===== config.mk =====
export PLATFORM = sky130hd
export DESIGN_NAME = fetch_align_buffer
export DESIGN_NICKNAME = d
export VERILOG_FILES = /design/src/rtl/fetch_align_buffer.sv
export SDC_FILE = /design/constraint.sdc
export NUM_CORES = 2
export LEC_CHECK = 0
export ABC_AREA = 0
export BUFFER_PORTS_ARGS = -buffer_cell sky130_fd_sc_hd__buf_2
export CORE_ASPECT_RATIO = 0.75
export CORE_MARGIN = 3
export CORE_UTILIZATION = 53
export DETAILED_ROUTE_END_ITERATION = 8
export PLACE_DENSITY = 0.8
export REMOVE_ABC_BUFFERS = 1
export SLEW_MARGIN = 20
export SYNTH_ARGS = -nofsm -noshare
export SYNTH_HDL_FRONTEND = slang
export SYNTH_SLANG_ARGS = --single-unit

===== constraint.sdc =====
create_clock -name clock -period 10 [get_ports clock]
set_clock_uncertainty 0.2 [all_clocks]
set_input_delay 2.5 -clock clock [delete_from_list [all_inputs] [get_ports clock]]
set_output_delay 2.5 -clock clock [all_outputs]
set_load 0.05 [all_outputs]

===== src/rtl/fetch_align_buffer.sv =====
// Fetch align buffer: halfword queue that turns fetch beats into
// aligned 16/32-bit instructions for decode.
//
// Ports:
//   clock, reset        rising-edge clock, synchronous active-low reset
//   clear, clear_offset flush; first halfword index of next beat
//   fetch_valid/pc/rdata/error  incoming fetch beat
//   fetch_stall         registered back-pressure, beat dropped while 1
//   instr_valid/ready   head handshake towards decode
//   instr_pc/instr/instr_comp/instr_error  head instruction
module fetch_align_buffer #(
   parameter int FETCH_HW = 2,
   parameter int DEPTH    = 16,
   localparam int OW      = (FETCH_HW > 2) ? $clog2(FETCH_HW) : 1
) (
   input  logic                  clock,
   input  logic                  reset,
   input  logic                  clear,
   input  logic [OW-1:0]         clear_offset,
   input  logic                  fetch_valid,
   input  logic [31:0]           fetch_pc,
   input  logic [16*FETCH_HW-1:0] fetch_rdata,
   input  logic                  fetch_error,
   output logic                  fetch_stall,
   output logic                  instr_valid,
   input  logic                  instr_ready,
   output logic [31:0]           instr_pc,
   output logic [31:0]           instr,
   output logic                  instr_comp,
   output logic                  instr_error
);

   localparam int AW = $clog2(DEPTH);
   localparam int CW = AW + 1;

   logic [15:0]   hw_q  [DEPTH];
   logic [31:0]   pc_q  [DEPTH];
   logic          err_q [DEPTH];

   logic [AW-1:0] wid_q;
   logic [AW-1:0] rid_q;
   logic [AW-1:0] rid1;
   logic [CW-1:0] count_q;
   logic [CW-1:0] count_nx;
   logic [CW-1:0] push_n;
   logic [CW-1:0] pop_n;
   logic [CW-1:0] free_nx;
   logic          first_q;
   logic [OW-1:0] off_q;
   logic [OW-1:0] start;
   logic          stall_q;
   logic          accept;
   logic          pop;

   logic [AW-1:0] widx [FETCH_HW];
   logic          wen  [FETCH_HW];

   logic [15:0]   h0_hw;
   logic [15:0]   h1_hw;
   logic [31:0]   h0_pc;
   logic          h0_err;
   logic          h1_err;
   logic          h0_comp;
   logic          has1;
   logic          has2;

   logic          hd_valid;
   logic          hd_err;
   logic          hd_comp;
   logic [31:0]   hd_instr;
   logic [31:0]   hd_pc;
   logic [CW-1:0] hd_len;

   // Push side: the first beat after a clear skips the halfwords
   // below clear_offset; the rest are packed at consecutive slots.
   always_comb begin
      start  = first_q ? off_q : '0;
      accept = fetch_valid && !stall_q && !clear;
      push_n = accept ? (CW'(FETCH_HW) - CW'(start)) : '0;
      for (int k = 0; k < FETCH_HW; k++) begin
         wen[k]  = accept && (k >= int'(start));
         widx[k] = wid_q + AW'(k) - AW'(start);
      end
   end

   // Head decode works only from registered state.
   always_comb begin
      rid1    = rid_q + AW'(1);
      h0_hw   = hw_q[rid_q];
      h0_pc   = pc_q[rid_q];
      h0_err  = err_q[rid_q];
      h1_hw   = hw_q[rid1];
      h1_err  = err_q[rid1];
      h0_comp = (h0_hw[1:0] != 2'b11);
      has1    = (count_q != '0);
      has2    = (count_q >= CW'(2));
   end

   always_comb begin
      hd_valid = 1'b0;
      hd_err   = 1'b0;
      hd_comp  = 1'b0;
      hd_instr = '0;
      hd_pc    = '0;
      hd_len   = '0;
      if (has1 && h0_err) begin
         // Faulted first halfword is reported alone so a
         // following good beat is not swallowed.
         hd_valid = 1'b1;
         hd_err   = 1'b1;
         hd_comp  = 1'b1;
         hd_pc    = h0_pc;
         hd_len   = CW'(1);
      end else if (has1 && h0_comp) begin
         hd_valid = 1'b1;
         hd_comp  = 1'b1;
         hd_instr = {16'h0000, h0_hw};
         hd_pc    = h0_pc;
         hd_len   = CW'(1);
      end else if (has2 && h1_err) begin
         hd_valid = 1'b1;
         hd_err   = 1'b1;
         hd_pc    = h0_pc;
         hd_len   = CW'(2);
      end else if (has2) begin
         hd_valid = 1'b1;
         hd_instr = {h1_hw, h0_hw};
         hd_pc    = h0_pc;
         hd_len   = CW'(2);
      end
   end

   always_comb begin
      pop      = hd_valid && instr_ready && !clear;
      pop_n    = pop ? hd_len : '0;
      count_nx = count_q + push_n - pop_n;
      free_nx  = CW'(DEPTH) - count_nx;
   end

   always_ff @(posedge clock) begin
      if (!reset) begin
         count_q <= '0;
         wid_q   <= '0;
         rid_q   <= '0;
         first_q <= 1'b0;
         off_q   <= '0;
         stall_q <= 1'b0;
      end else if (clear) begin
         count_q <= '0;
         wid_q   <= '0;
         rid_q   <= '0;
         first_q <= 1'b1;
         off_q   <= clear_offset;
         stall_q <= 1'b0;
      end else begin
         count_q <= count_nx;
         wid_q   <= wid_q + AW'(push_n);
         rid_q   <= rid_q + AW'(pop_n);
         // Stall ahead of time so a full beat always fits.
         stall_q <= (free_nx < CW'(FETCH_HW));
         if (accept) begin
            first_q <= 1'b0;
         end
      end
   end

   always_ff @(posedge clock) begin
      for (int k = 0; k < FETCH_HW; k++) begin
         if (wen[k]) begin
            hw_q[widx[k]]  <= fetch_rdata[16*k +: 16];
            pc_q[widx[k]]  <= fetch_pc + 32'(2 * k);
            err_q[widx[k]] <= fetch_error;
         end
      end
   end

   assign fetch_stall = stall_q;
   assign instr_valid = hd_valid;
   assign instr_pc    = hd_pc;
   assign instr       = hd_instr;
   assign instr_comp  = hd_comp;
   assign instr_error = hd_err;

endmodule

After elaboration in Yosys (flattened, before gate mapping). Memories as Yosys holds them, arrays and structs flattened. A register that Yosys moved wholly into a read port is not among the register bits. Index checks and enable logic that the tools add are counted.

Bits of input ports: 71. Memories: 3. Bits in registers: 16. Output and inout bits: 68. Bits in writable memories: 784.

Memory list: pc_q (depth 16, bits a word 32, rd ports 1, clocked after Yosys merged registers in 1, write ports 2, RTL line 37) `logic [31:0] pc_q [DEPTH];`; hw_q (depth 16, bits a word 16, rd ports 2, clocked after Yosys merged registers in 1, write ports 2, RTL line 36) `logic [15:0] hw_q [DEPTH];`; err_q (depth 16, bits a word 1, rd ports 2, clocked after Yosys merged registers in 1, write ports 2, RTL line 38) `logic err_q [DEPTH];`.

Add/subtract/negate cells: 11. Order comparisons: 3. Bitwise logic cells: 1. Multiplexer cells: 33. Reductions and logical operators: 13. Eq/ne operators: 1.

Operators by type and width (number): $mux W32 (8); $add A32 B2 Y32 const B (1); $mux W1 (16); $mux W4 (3); $mux W5 (2); $add A4 B1 Y4 const B (2); $add A4 B4 Y4 (2); $logic_and A1 B1 Y1 (8); $mux W2 (4); $sub A4 B1 Y4 (2); $add A5 B5 Y5 (1); $ge A5 B2 Y1 const B (1); $lt A5 B2 Y1 const B (1); $reduce_bool A5 Y1 (1); $sub A5 B5 Y5 (1); $sub A5 B5 Y5 const A (1); $sub A2 B1 Y3 const A (1); $logic_not A1 Y1 (2); $ne A2 B2 Y1 const B (1); $reduce_bool A2 Y1 (1); $reduce_or A2 Y1 (1); $ge A1 B1 Y1 const A (1); $not A1 Y1 (1).

Logic depth before layout (Yosys ltp). An unclocked memory read counts as a cell.

Depth in word-level cells: 12. Gate-level depth with buffers: 19. Depth with buffers taken out: 18.

Worst setup path before layout. OpenSTA, ideal clock, no wires.

Kind: input-to-reg. Start point: input port clear. End point: memory err_q[3], enable pin. Data required time: 9.277 ns. Arrival: 7.036 ns. Buffers on the path: 1. Stages: 5. Slack: 2.240 ns. Path through: buf_2 -> nor3b_2 -> nand2_1 -> or3_1 -> o21ai_0.

RTL lines: from (decl) (RTL line 18) `input logic clear,`; to (decl) (RTL line 38).

Worst setup path after layout.
Start point: register rid_q[0]. End point: output port instr_pc[8].

Cells in the longest elaborated chain, start to end: 6.

RTL lines: from (decl) (RTL line 41) `logic [AW-1:0] rid_q;`; from (signal assigned) (RTL line 158) `rid_q <= rid_q + AW'(pop_n);`; $add A4 B1 Y4 (RTL line 88) `rid1 = rid_q + AW'(1);`; $mem_v2 Z16 W1; $logic_and A1 B1 Y1 (RTL line 120) `end else if (has2 && h1_err) begin`; $mux W32 (RTL line 120); $mux W32 (RTL line 114) `end else if (has1 && h0_comp) begin`; $mux W32 (RTL line 106) `if (has1 && h0_err) begin`; to (decl) (RTL line 27) `output logic [31:0] instr_pc,`.

Every way passes these cells.

==> flow_metrics.py <==
metrics = {
    "placed_design": {
        "gp_congestion": 0.819,
        "portBuffers": 138,
        "dp_slack_ns": 3.07,
        "dp_hpwl_mm": 70.3,
    },
    "pwr": {
        "switching_power_w": 0.00279,
        "p_int_w": 0.00599,
        "pwr_density_cell_nw_per_um2": 183,
        "pwr-share-comb_pct": 23.5,
        "power_frac_seq_pct": 43.2,
        "p_clk_share_pct": 33.3,
        "switching_share_pct": 31.8,
        "p_leak_nw": 16.3,
        "peakVddDrop_uv": 195,
    },
    "synth": {
        "yosys_warnings": 0,
        "synthTopCellsByArea": "edfxtp_1 53%, mux4_2 16%, nand2_1 8.9%",
        "synth_cell_types": 57,
        "netlist_area_um2": 44100,
        "synth_area_per_cell_um2": 12.2,
        "synth_edf_count": 784,
        "synth_common_cells": "1,049 x nand2_1, 784 x edfxtp_1, 308 x mux4_2, 285 x nor2_1, 234 x xnor2_1",
        "synth_top_area_share_pct": 53.4,
        "synth.most_common_cell": "nand2_1",
        "yosysSeqAreaShare_pct": 54.1,
        "synth_cells": 3620,
        "synth-async-reset-ratio_pct": 0,
        "synth_ff_type": "edfxtp_1",
        "synth_top_cell_by_area": "edfxtp_1",
        "synth-seq-cells": 800,
    },
    "global_routing": {
        "track_usage_pct": 30.6,
        "grt_pass1_vias": 29800,
        "grt_start_max_net_pins": 147,
        "grt_overflow": 0,
        "grt_pass1_wl_mm": 197,
        "antenna_found_initial": 11,
    },
    "layout": {
        "syn_to_final_growth_pct": 8.72,
        "layout.nets": 3636,
        "nFillCells": 6130,
        "fin_util_pct": 58.9,
        "layout-drive-gt1-share_pct": 19.8,
    },
    "critical_path": {
        "path_cells": "buf_12 -> buf_12 -> mux4_2 -> mux4_2 -> nor2b_1 -> buf_2",
        "cp_data_required_time_ns": 7.30,
        "startpoint_type": "flip-flop",
        "ff2ff_setup_slack_ns": 4.12,
        "r2r-end": "fetch_stall",
        "arrival_ns": 4.84,
        "critPathMaxFanout": 125,
        "crit_family": "buffers and inverters",
        "critical_path_cell_count": 6,
        "reg2reg_depth": 13,
        "max_stage_delay_ns": 0.87,
        "crit_end": "instr_pc[8]",
        "timing_worst_setup_path_type": "flip-flop to primary output",
        "cp_slowest_cell": "dfxtp_4",
        "worst_setup_path_end_kind": "primary output",
        "worstReg2RegStart": "rid_q[0]",
        "worst-path-buf-inv": 3,
        "startpoint": "rid_q[0]",
    },
    "clocking": {
        "cts_tree": "yes",
        "htree_levels": 3,
        "clk_latency_ns": 0.65,
        "cts.sink_count": 800,
        "cts_resized": 0,
        "cts_setup_buffers": 0,
        "numCtsBuffers": 78,
        "ctsRootBufferMaster": "clkbuf_16",
        "hold_buffers": 0,
        "cts_max_path_buffers": 3,
        "path_clk_slew_ns": 0.06,
    },
    "sta": {
        "hold_viol": 0,
        "tightest_slew_ns": 1.26,
        "layout_min_cycle_time_ns": 7.54,
        "rsz0062_at_grt": "false",
        "max_freq_ghz": 0.133,
        "maxSlewHeadroom_pct": 16.0,
        "drv_slew": 0,
        "setup_slack_ns": 2.46,
        "setup-violations-final": 0,
        "finalCritPeriodShare_pct": 75.4,
    },
    "routing": {
        "drtIter0Drc": 4686,
        "wl_per_cell_um": 28.4,
        "via_per_inst": 6.37,
        "vias": 30000,
        "drt-pass1-iter-count": 6,
        "wl_mm": 134,
        "drc_errors": 0,
        "antenna_left": 0,
    },
    "floorplanning": {
        "boundaryPins": 139,
        "placementRows": 90,
        "die_h_um": 256,
        "start_util_pct": 54.1,
        "dieArea_um2": 86700,
        "fp.coreArea_um2": 81400,
        "die_x_um": 339,
    },
    "status": {
        "status": "finished clean",
    },
    "run": {
        "maxCapViolCount": 0,
    },
    "min_path": {
        "hp-class": "flip-flop to flip-flop",
    },
}
cells by family (layout without fill, tap and decap cells):
group	count (synthesis)	count (layout)	synth area share, %
other	0	8	0
xor gates and xnor gates	461	461	9.18
DFF	800	800	54.1
buffers and inverters	385	367	3.99
AOI/OAI and AO/OA	110	110	1.63
adders and majority gates	24	24	0.749
and+or+nand+nor	1508	1508	14.0
muxes	332	332	16.3
sequential cells by signal, summed over array words and instances, names as in the netlist:
signal	flops
pc_q	512
hw_q	256
err_q	16
count_q	5
rid_q	4
wid_q	4
fetch_stall	1
first_q	1
off_q	1
how the worst min path moves through the flow:
stage	slack (ns)	start	cells past startpoint	end
after global routing	0.36	off_q	2	off_q
after global placement	0.28	first_q	2	first_q
after floorplan	0.26	first_q	2	first_q
after CTS	0.32	off_q	2	off_q
after detailed placement	0.31	off_q	2	off_q
final	0.32	off_q	2	off_q
metrics by stage:
stage	instances	power, W	hold slack, ns	cell area (um2)	TNS (ns)
after floorplan	3262	0.00543	0.263	42400	-418.49
after global placement	4560	0.00589	0.278	45300	0
after detailed placement	4563	0.00592	0.305	45400	0
after CTS	4704	0.00878	0.324	47800	0
after global routing	4709	0.00902	0.356	47900	0
final	4714	0.00878	0.317	47900	0
worst reg2reg max path, cell delays in order (launching register included):
cell and delay (ns):
dfxtp_4 0.87, buf_12 0.64, mux4_2 0.66, o211ai_1 0.26, nand2_1 0.19, nor4_1 0.64
fa_1 0.57, fa_1 0.41, inv_1 0.07, a21oi_1 0.07, o21bai_1 0.15, xor2_1 0.14
or4b_2 0.68, a211oi_1 0.25
cell type report:
class	instances	area, um2	area share [%]
Clock buffer	99	2090	4.37
Tap cell	1104	1380	2.88
Timing Repair Buffer	199	1280	2.67
Multi-Input combinational cell	2435	18800	39.3
Clock inverter	42	333	0.694
Sequential cell	800	23900	49.8
Inverter	27	104	0.217
Antenna cell	8	20.0	0.0418
power groups by stage:
stage	clock network, W	registers [W]	logic (W)
after detailed placement	0	0.00386	0.00206
after global routing	0.00305	0.00380	0.00218
after CTS	0.00292	0.00379	0.00207
after floorplan	0	0.00392	0.00152
final	0.00292	0.00379	0.00207
after global placement	0	0.00386	0.00203
layout by cell type, fill, tap and decap left out, types with 11 or more instances in the layout:
| master | instances |
|---|---|
| a211oi_1 | 24 |
| buf_2 | 138 |
| buf_4 | 53 |
| clkbuf_1 | 18 |
| clkbuf_16 | 81 |
| clkinv_1 | 18 |
| clkinv_2 | 13 |
| dfxtp_1 | 13 |
| edfxtp_1 | 784 |
| ha_1 | 19 |
| inv_1 | 22 |
| mux2i_1 | 21 |
| mux4_2 | 308 |
| nand2_1 | 1033 |
| nand2_2 | 18 |
| nand3_1 | 17 |
| nor2_1 | 281 |
| nor2_4 | 16 |
| nor2b_1 | 71 |
| nor3_1 | 11 |
| o21ai_0 | 40 |
| o21ai_4 | 16 |
| xnor2_1 | 233 |
| xor2_1 | 225 |
per-layer routing:
metal  global-route usage, %  routed length [um]  up-vias
met5                       0                  23        -
met4                    13.3                6000        4
met3                    8.47               19900      446
met2                    47.7               62300     2473
met1                    40.7               45700    14700
li1                        -                   -    12400
Power figures use the tool's default switching activity.
